<file path="src/rtl/noc_pkg.sv">
// rtl/noc_pkg.sv - shared arbiter types, defaults and helpers
package noc_pkg;

    typedef enum logic {
        ST_IDLE = 1'b0,
        ST_LOCK = 1'b1
    } state_t;

    localparam int N_DEF = 4;
    localparam int W_DEF = 4;

    // Bits needed to index `value` items; used for pointer/owner widths.
    function automatic int clog2(input int value);
        int r;
        r = 0;
        while ((1 << r) < value) begin
            r = r + 1;
        end
        return r;
    endfunction

endpackage

</file>
<file path="src/rtl/fifo_wr_arbiter_if.sv">
// rtl/fifo_wr_arbiter_if.sv - requester and FIFO write-port signal bundle
interface fifo_wr_arbiter_if
    import noc_pkg::*;
#(
    parameter int N = N_DEF,
    parameter int W = W_DEF
);
    localparam int PW = clog2(N);

    logic [N-1:0]   req;
    logic [N-1:0]   tail;
    logic [N*W-1:0] item;
    logic [N-1:0]   gnt;
    logic           write;
    logic [W-1:0]   item_out;
    logic           full;
    logic           busy;
    logic [PW-1:0]  owner;

    modport slave (
        input  req, tail, item, full,
        output gnt, write, item_out, busy, owner
    );

    modport master (
        output req, tail, item, full,
        input  gnt, write, item_out, busy, owner
    );

endinterface

</file>
<file path="src/rtl/rr_pick.sv">
// rtl/rr_pick.sv - combinational rotate-priority picker
module rr_pick
    import noc_pkg::*;
#(
    parameter int N  = N_DEF,
    parameter int PW = clog2(N)
) (
    input  logic [N-1:0]  req,
    input  logic [PW-1:0] ptr,
    output logic [PW-1:0] sel,
    output logic          any
);

    logic [31:0] idx;

    // Scan ptr, ptr+1, ... wrapping modulo N; the first requester seen wins.
    always_comb begin
        sel = '0;
        any = 1'b0;
        idx = '0;
        for (int i = 0; i < N; i++) begin
            idx = 32'(ptr) + 32'(i);
            if (idx >= 32'(N)) begin
                idx = idx - 32'(N);
            end
            if (!any && req[idx[PW-1:0]]) begin
                any = 1'b1;
                sel = idx[PW-1:0];
            end
        end
    end

endmodule

</file>
<file path="src/rtl/fifo_wr_arbiter.sv">
// rtl/fifo_wr_arbiter.sv - packet-aware round-robin arbiter for a FIFO write port
module fifo_wr_arbiter
    import noc_pkg::*;
#(
    parameter int N = N_DEF,
    parameter int W = W_DEF
) (
    input  logic             clk,
    input  logic             reset,
    fifo_wr_arbiter_if.slave bus
);

    localparam int PW = clog2(N);

    state_t        state_q, state_d;
    logic [PW-1:0] ptr_q, ptr_d;
    logic [PW-1:0] owner_q, owner_d;

    logic [PW-1:0] pick_sel;
    logic          pick_any;
    logic [PW-1:0] sel;
    logic          req_sel;
    logic          tail_sel;
    logic          valid;
    logic          acc;
    logic [W-1:0]  item_sel;

    // Next round-robin start position after index v, wrapping at N-1.
    function automatic logic [PW-1:0] next_ptr(input logic [PW-1:0] v);
        if (v == PW'(N - 1)) begin
            return '0;
        end
        return v + PW'(1);
    endfunction

    rr_pick #(.N(N), .PW(PW)) u_pick (
        .req (bus.req),
        .ptr (ptr_q),
        .sel (pick_sel),
        .any (pick_any)
    );

    // Selection, acceptance gating, write-port outputs and next state.
    always_comb begin
        state_d  = state_q;
        ptr_d    = ptr_q;
        owner_d  = owner_q;
        req_sel  = 1'b0;
        tail_sel = 1'b0;
        item_sel = '0;
        bus.gnt  = '0;

        // A locked packet keeps the port even while its owner is idle (bubble).
        sel = (state_q == ST_LOCK) ? owner_q : pick_sel;

        for (int i = 0; i < N; i++) begin
            if (sel == PW'(i)) begin
                req_sel  = bus.req[i];
                tail_sel = bus.tail[i];
                item_sel = bus.item[i*W +: W];
            end
        end

        valid = (state_q == ST_LOCK) ? req_sel : pick_any;
        // Reset low forces the strobe off even though it is not registered.
        acc   = valid && !bus.full && reset;

        for (int i = 0; i < N; i++) begin
            bus.gnt[i] = acc && (sel == PW'(i));
        end
        bus.write    = acc;
        bus.item_out = item_sel;

        if (acc) begin
            case (state_q)
                ST_IDLE: begin
                    owner_d = sel;
                    if (tail_sel) begin
                        ptr_d = next_ptr(sel);
                    end else begin
                        state_d = ST_LOCK;
                    end
                end
                ST_LOCK: begin
                    if (tail_sel) begin
                        state_d = ST_IDLE;
                        ptr_d   = next_ptr(owner_q);
                    end
                end
                default: state_d = ST_IDLE;
            endcase
        end
    end

    // State, round-robin pointer and owner registers.
    always_ff @(posedge clk or negedge reset) begin
        if (!reset) begin
            state_q <= ST_IDLE;
            ptr_q   <= '0;
            owner_q <= '0;
        end else begin
            state_q <= state_d;
            ptr_q   <= ptr_d;
            owner_q <= owner_d;
        end
    end

    assign bus.busy  = (state_q == ST_LOCK);
    assign bus.owner = owner_q;

endmodule
</file>
<file path="src/flat_wrapper.sv">
// flat-port wrapper written by rule: the top's interface ports become plain ports
module fifo_wr_arbiter_flat import noc_pkg::*;
#(
    parameter int N = N_DEF,
    parameter int W = W_DEF
)
  (clk, reset, bus_req, bus_tail, bus_item, bus_full, bus_gnt, bus_write, bus_item_out, bus_busy, bus_owner);
  fifo_wr_arbiter_if #(.N(N), .W(W)) bus_i ();
  input  logic clk;
  input  logic reset;
  input wire logic [$bits(bus_i.req)-1:0] bus_req;
  input wire logic [$bits(bus_i.tail)-1:0] bus_tail;
  input wire logic [$bits(bus_i.item)-1:0] bus_item;
  input wire logic [$bits(bus_i.full)-1:0] bus_full;
  output wire logic [$bits(bus_i.gnt)-1:0] bus_gnt;
  output wire logic [$bits(bus_i.write)-1:0] bus_write;
  output wire logic [$bits(bus_i.item_out)-1:0] bus_item_out;
  output wire logic [$bits(bus_i.busy)-1:0] bus_busy;
  output wire logic [$bits(bus_i.owner)-1:0] bus_owner;
  assign bus_i.req = bus_req;
  assign bus_i.tail = bus_tail;
  assign bus_i.item = bus_item;
  assign bus_i.full = bus_full;
  assign bus_gnt = bus_i.gnt;
  assign bus_write = bus_i.write;
  assign bus_item_out = bus_i.item_out;
  assign bus_busy = bus_i.busy;
  assign bus_owner = bus_i.owner;
  fifo_wr_arbiter #(.N(N), .W(W)) u_core (.clk(clk), .reset(reset), .bus(bus_i));
endmodule
</file>
<file path="config.mk">
export PLATFORM = sky130hd
export DESIGN_NAME = fifo_wr_arbiter_flat
export DESIGN_NICKNAME = d
export VERILOG_FILES = /design/src/rtl/noc_pkg.sv /design/src/rtl/fifo_wr_arbiter_if.sv /design/src/rtl/rr_pick.sv /design/src/rtl/fifo_wr_arbiter.sv /design/src/flat_wrapper.sv
export SDC_FILE = /design/constraint.sdc
export NUM_CORES = 1
export LEC_CHECK = 0
export CORE_MARGIN = 2
export CORE_UTILIZATION = 42
export CTS_CLUSTER_SIZE = 10
export DETAILED_ROUTE_END_ITERATION = 7
export GPL_ROUTABILITY_DRIVEN = 0
export PLACE_DENSITY = 0.85
export SLEW_MARGIN = 10
export SYNTH_ARGS = -nofsm -noshare
export SYNTH_HDL_FRONTEND = slang
export SYNTH_SLANG_ARGS = --single-unit
</file>
<file path="constraint.sdc">
create_clock -name clk -period 5.5 [get_ports clk]
set_clock_uncertainty 0.1 [all_clocks]
set_input_delay 0.825 -clock clk [delete_from_list [all_inputs] [get_ports clk]]
set_output_delay 0.825 -clock clk [all_outputs]
set_load 0.02 [all_outputs]
</file>
==> metrics.md, run 1 <==
| Metric | Value |
|---|---|
| Status | `finished clean` |
| Clk pin slew, worst setup/hold paths | `0.04 ns` |
| CTS tree | `built` |
| Synth Register Bits | `5` |
| Area delta synth->final | `55.5%` |
| PD cells | `560 mW/mm^2` |
| Leading area contributor after synthesis | `dfrtp_1` |
| Drt wl/cell | `13.7 um` |
| Hold Path Class | `register to register` |
| # resized after CTS | `0` |
| DR DRC count | `0` |
| Footprint of the multi-input gates | `571 um^2` |
| Cell depth of the worst setup path | `13` |
| Clk sink count | `5` |
| Combinational power share | `78.9%` |
| Share of layout cells above drive strength 1 | `6.47%` |
| CP Launch Type | `primary input` |
| Fmax | `0.189 GHz` |
| First-pass GRT wire length | `3240 um` |
| Final slew viol count | `0` |
| Post-CTS setup buffers | `0` |
| Root Buffer | `clkbuf_4` |
| Crit Path Class | `primary input to output port` |
| Worst r2r dst | `u_core.bus.busy` |
| Worst path required time | `4.58 ns` |
| Final-stage net count | `172` |
| Vias per cell | `5.49` |
| Synth unique cells | `30` |
| Die width | `45.8 um` |
| Register area share after synthesis | `17.0%` |
| Post-DRT Antenna Nets | `0` |
| Least-Margin Pin Slew | `0.466 ns` |
| Switch share | `48.9%` |
| Endpoints failing setup | `0` |
| Hold EP | `u_core.bus.owner[1]` |
| Syn. warnings | `0` |
| Initial antenna violation count | `0` |
| Pwr Total | `640 uW` |
| # diodes | `0` |
| Maximum number of pins on one net before global-route repair | `15` |
| Worst R2R Path Depth | `11` |
| Placed insts | `152` |
| Slowest CP cell | `clkdlybuf4s50_1` |
| Crit-path leading delay family | `buffers and inverters` |
| Cells after Synth | `102` |
| Core Rows | `15` |
| CP Data Arrival Time | `4.35 ns` |
| DP HPWL | `1690 um` |
| Cell depth of the worst hold path | `1` |
| Relative slew slack | `68.7%` |
| Final period utilization | `96.0%` |
| Top-area cell type share of the netlist area | `17.0%` |
| Leak pwr | `0.000459 uW` |
| Hold Violations, Final | `0` |
| IO Port Bufs | `38` |
| Gr ovfl total | `0` |
| Final critical-path required period | `5.28 ns` |
| Cell Chain, Critical Path | `clkdlybuf4s50_1, nand2b_1, a21oi_1, a211oi_1, nand2b_1, and2_1, ha_1, nor2b_1, a211oi_1, nor2_1, nor2b_4, and2_1, clkdlybuf4s50_1` |
| DRT Pass-1 Iters | `4` |
| Mapped Nets | `134` |
| Final wirelength | `2130 um` |
| RSZ-0062 raised after global routing | `no` |
| Clock network power share | `6.8%` |
| Maximum VDD drop | `0.351 mV` |
| Via count | `857` |
| Htree depth | `1` |
| Total negative slack | `0 ns` |
| Filler cells | `137` |
| Total GRT Usage | `21.2%` |
| Hold path startpoint | `u_core.bus.owner[1]` |
| Die area | `0.00210 mm^2` |
| Starting Density | `43.5%` |
| Synth Area per Inst | `7.20 um^2` |
| Seq pwr share | `14.2%` |
| Vert. Die Dim | `45.8 um` |
| Synth top area cells | `dfrtp_1 (17%), a21oi_1 (12%), ha_1 (8.5%)` |
| Crit-path max cell delay | `0.60 ns` |
| Clock buffer depth | `2` |
| Number of DRC markers in iteration 0 | `25` |
| Switching power | `313 uW` |
| Vias in the first global route | `750` |
| Skew-Pair Late Insertion Delay | `0.25 ns` |
| Num CTS Buffers | `3` |
| Int Pwr | `327 uW` |
| Critical path capture point type | `output port` |
| Worst path bufs/invs | `2` |
| Mapped Area | `734 um^2` |
| RR Startpoint | `u_core.ptr_q[0]` |
| Critical path peak fanout | `13` |
| # hold bufs at CTS | `0` |
| R2R setup slack | `2.41 ns` |
| Register area | `125 um^2` |
| Final Non-Filler Cells | `156` |
| MaxCap Viol Count | `0` |
| Top-level I/O count | `39` |
| Core area | `0.00169 mm^2` |
==> cell families (layout without fill, tap and decap cells) <==
kind of cell	count (synthesis)	count (layout)	synth area share [%]
fa+ha+maj	5	5	8.52
mux	3	3	5.96
flops	5	5	17.0
compound gates	37	37	31.7
buf+inv	10	47	5.28
simple gates	42	42	31.5
==> cells in the mapped netlist, drive strengths merged <==
library cell / n
or3b: 1
and2: 6
clkbuf: 3
dfrtp: 5
a31oi: 1
nor2: 5
buf: 2
nor3: 1
inv: 5
a21o: 1
o31ai: 1
nand2: 14
a31o: 2
nor2b: 4
nand3b: 6
a21oi: 17
a221o: 1
o2111ai: 1
a211oi: 3
a22o: 1
mux2: 1
a211o: 1
ha: 5
nand2b: 5
o21ai: 7
a2bb2oi: 1
mux4: 1
mux2i: 1
==> per-stage QoR <==
| step | util, % | hold WS (ns) | setup slack [ns] | cell area [um^2] |
|---|---|---|---|---|
| after floorplan | - | 0.429 | 1.74 | 734 |
| after global placement | 66.1 | 0.484 | 0.435 | 1120 |
| after detailed placement | 66.1 | 0.486 | 0.287 | 1120 |
| after CTS | 67.6 | 0.496 | 0.251 | 1140 |
| after global routing | 67.6 | 0.527 | 0.00917 | 1140 |
| final | 67.6 | 0.497 | 0.221 | 1140 |
==> sequential cells by signal (all words and copies together) (netlist names) <==
signal / flops
u_core.bus.busy: 1
u_core.ptr_q: 2
u_core.bus.owner: 2
==> cell usage in the layout, fill, tap and decap left out, drive strengths merged, types with 2 or more instances in the layout <==
master,netlist,final
nor2,5,5
nand2,14,14
ha,5,5
inv,5,5
and2,6,6
a21oi,17,17
nand2b,5,5
clkdlybuf4s50,0,38
clkbuf,3,4
nor2b,4,4
dfrtp,5,5
a31o,2,2
o21ai,7,7
nand3b,6,6
a211oi,3,3
==> final cells by class <==
| class | count | area share, % |
|---|---|---|
| well taps | 17 | 1.86 |
| repair buffers | 38 | 33.3 |
| inverters | 5 | 1.64 |
| multi-input cells | 87 | 49.9 |
| clock buffers | 4 | 2.30 |
| flip-flops and latches | 5 | 11.0 |
==> layer usage <==
| layer | global-route usage (%) | share of wire, % | vias up |
|---|---|---|---|
| met2 | 33.0 | 50 | 22 |
| li1 | - | - | 439 |
| met5 | 0 | 0 | - |
| met4 | 7.43 | 1.3 | 0 |
| met1 | 29.4 | 45 | 390 |
| met3 | 3.57 | 3.9 | 6 |
==> power groups by stage <==
| stage | Clock (uW) | Sequential [uW] | Combinational (uW) |
|---|---|---|---|
| 2_1_floorplan | 0 | 84.0 | 335 |
| 3_3_place_gp | 0 | 88.4 | 498 |
| 3_5_place_dp | 0 | 90.5 | 505 |
| 4_1_cts | 44.2 | 89.8 | 507 |
| 5_1_grt | 46.9 | 96.2 | 552 |
| 6_report | 43.8 | 90.9 | 505 |
==> worst max path at each step <==
stage | startpoint | end | slack, ns
after floorplan | bus_req[2] | bus_gnt[0] | 1.74
after global placement | bus_req[1] | bus_gnt[0] | 0.44
after detailed placement | bus_req[1] | bus_gnt[3] | 0.29
after CTS | bus_req[1] | bus_gnt[3] | 0.25
after global routing | bus_req[1] | bus_gnt[2] | 0.009
final | bus_req[1] | bus_gnt[3] | 0.22
(Power assumes the default switching activity.)
==> run 2, diff against run 1 <==
- CAP_MARGIN: default -> 25
==> results of run 2 <==
No change in the layout: final DEF, timing and power equal those of run 1.
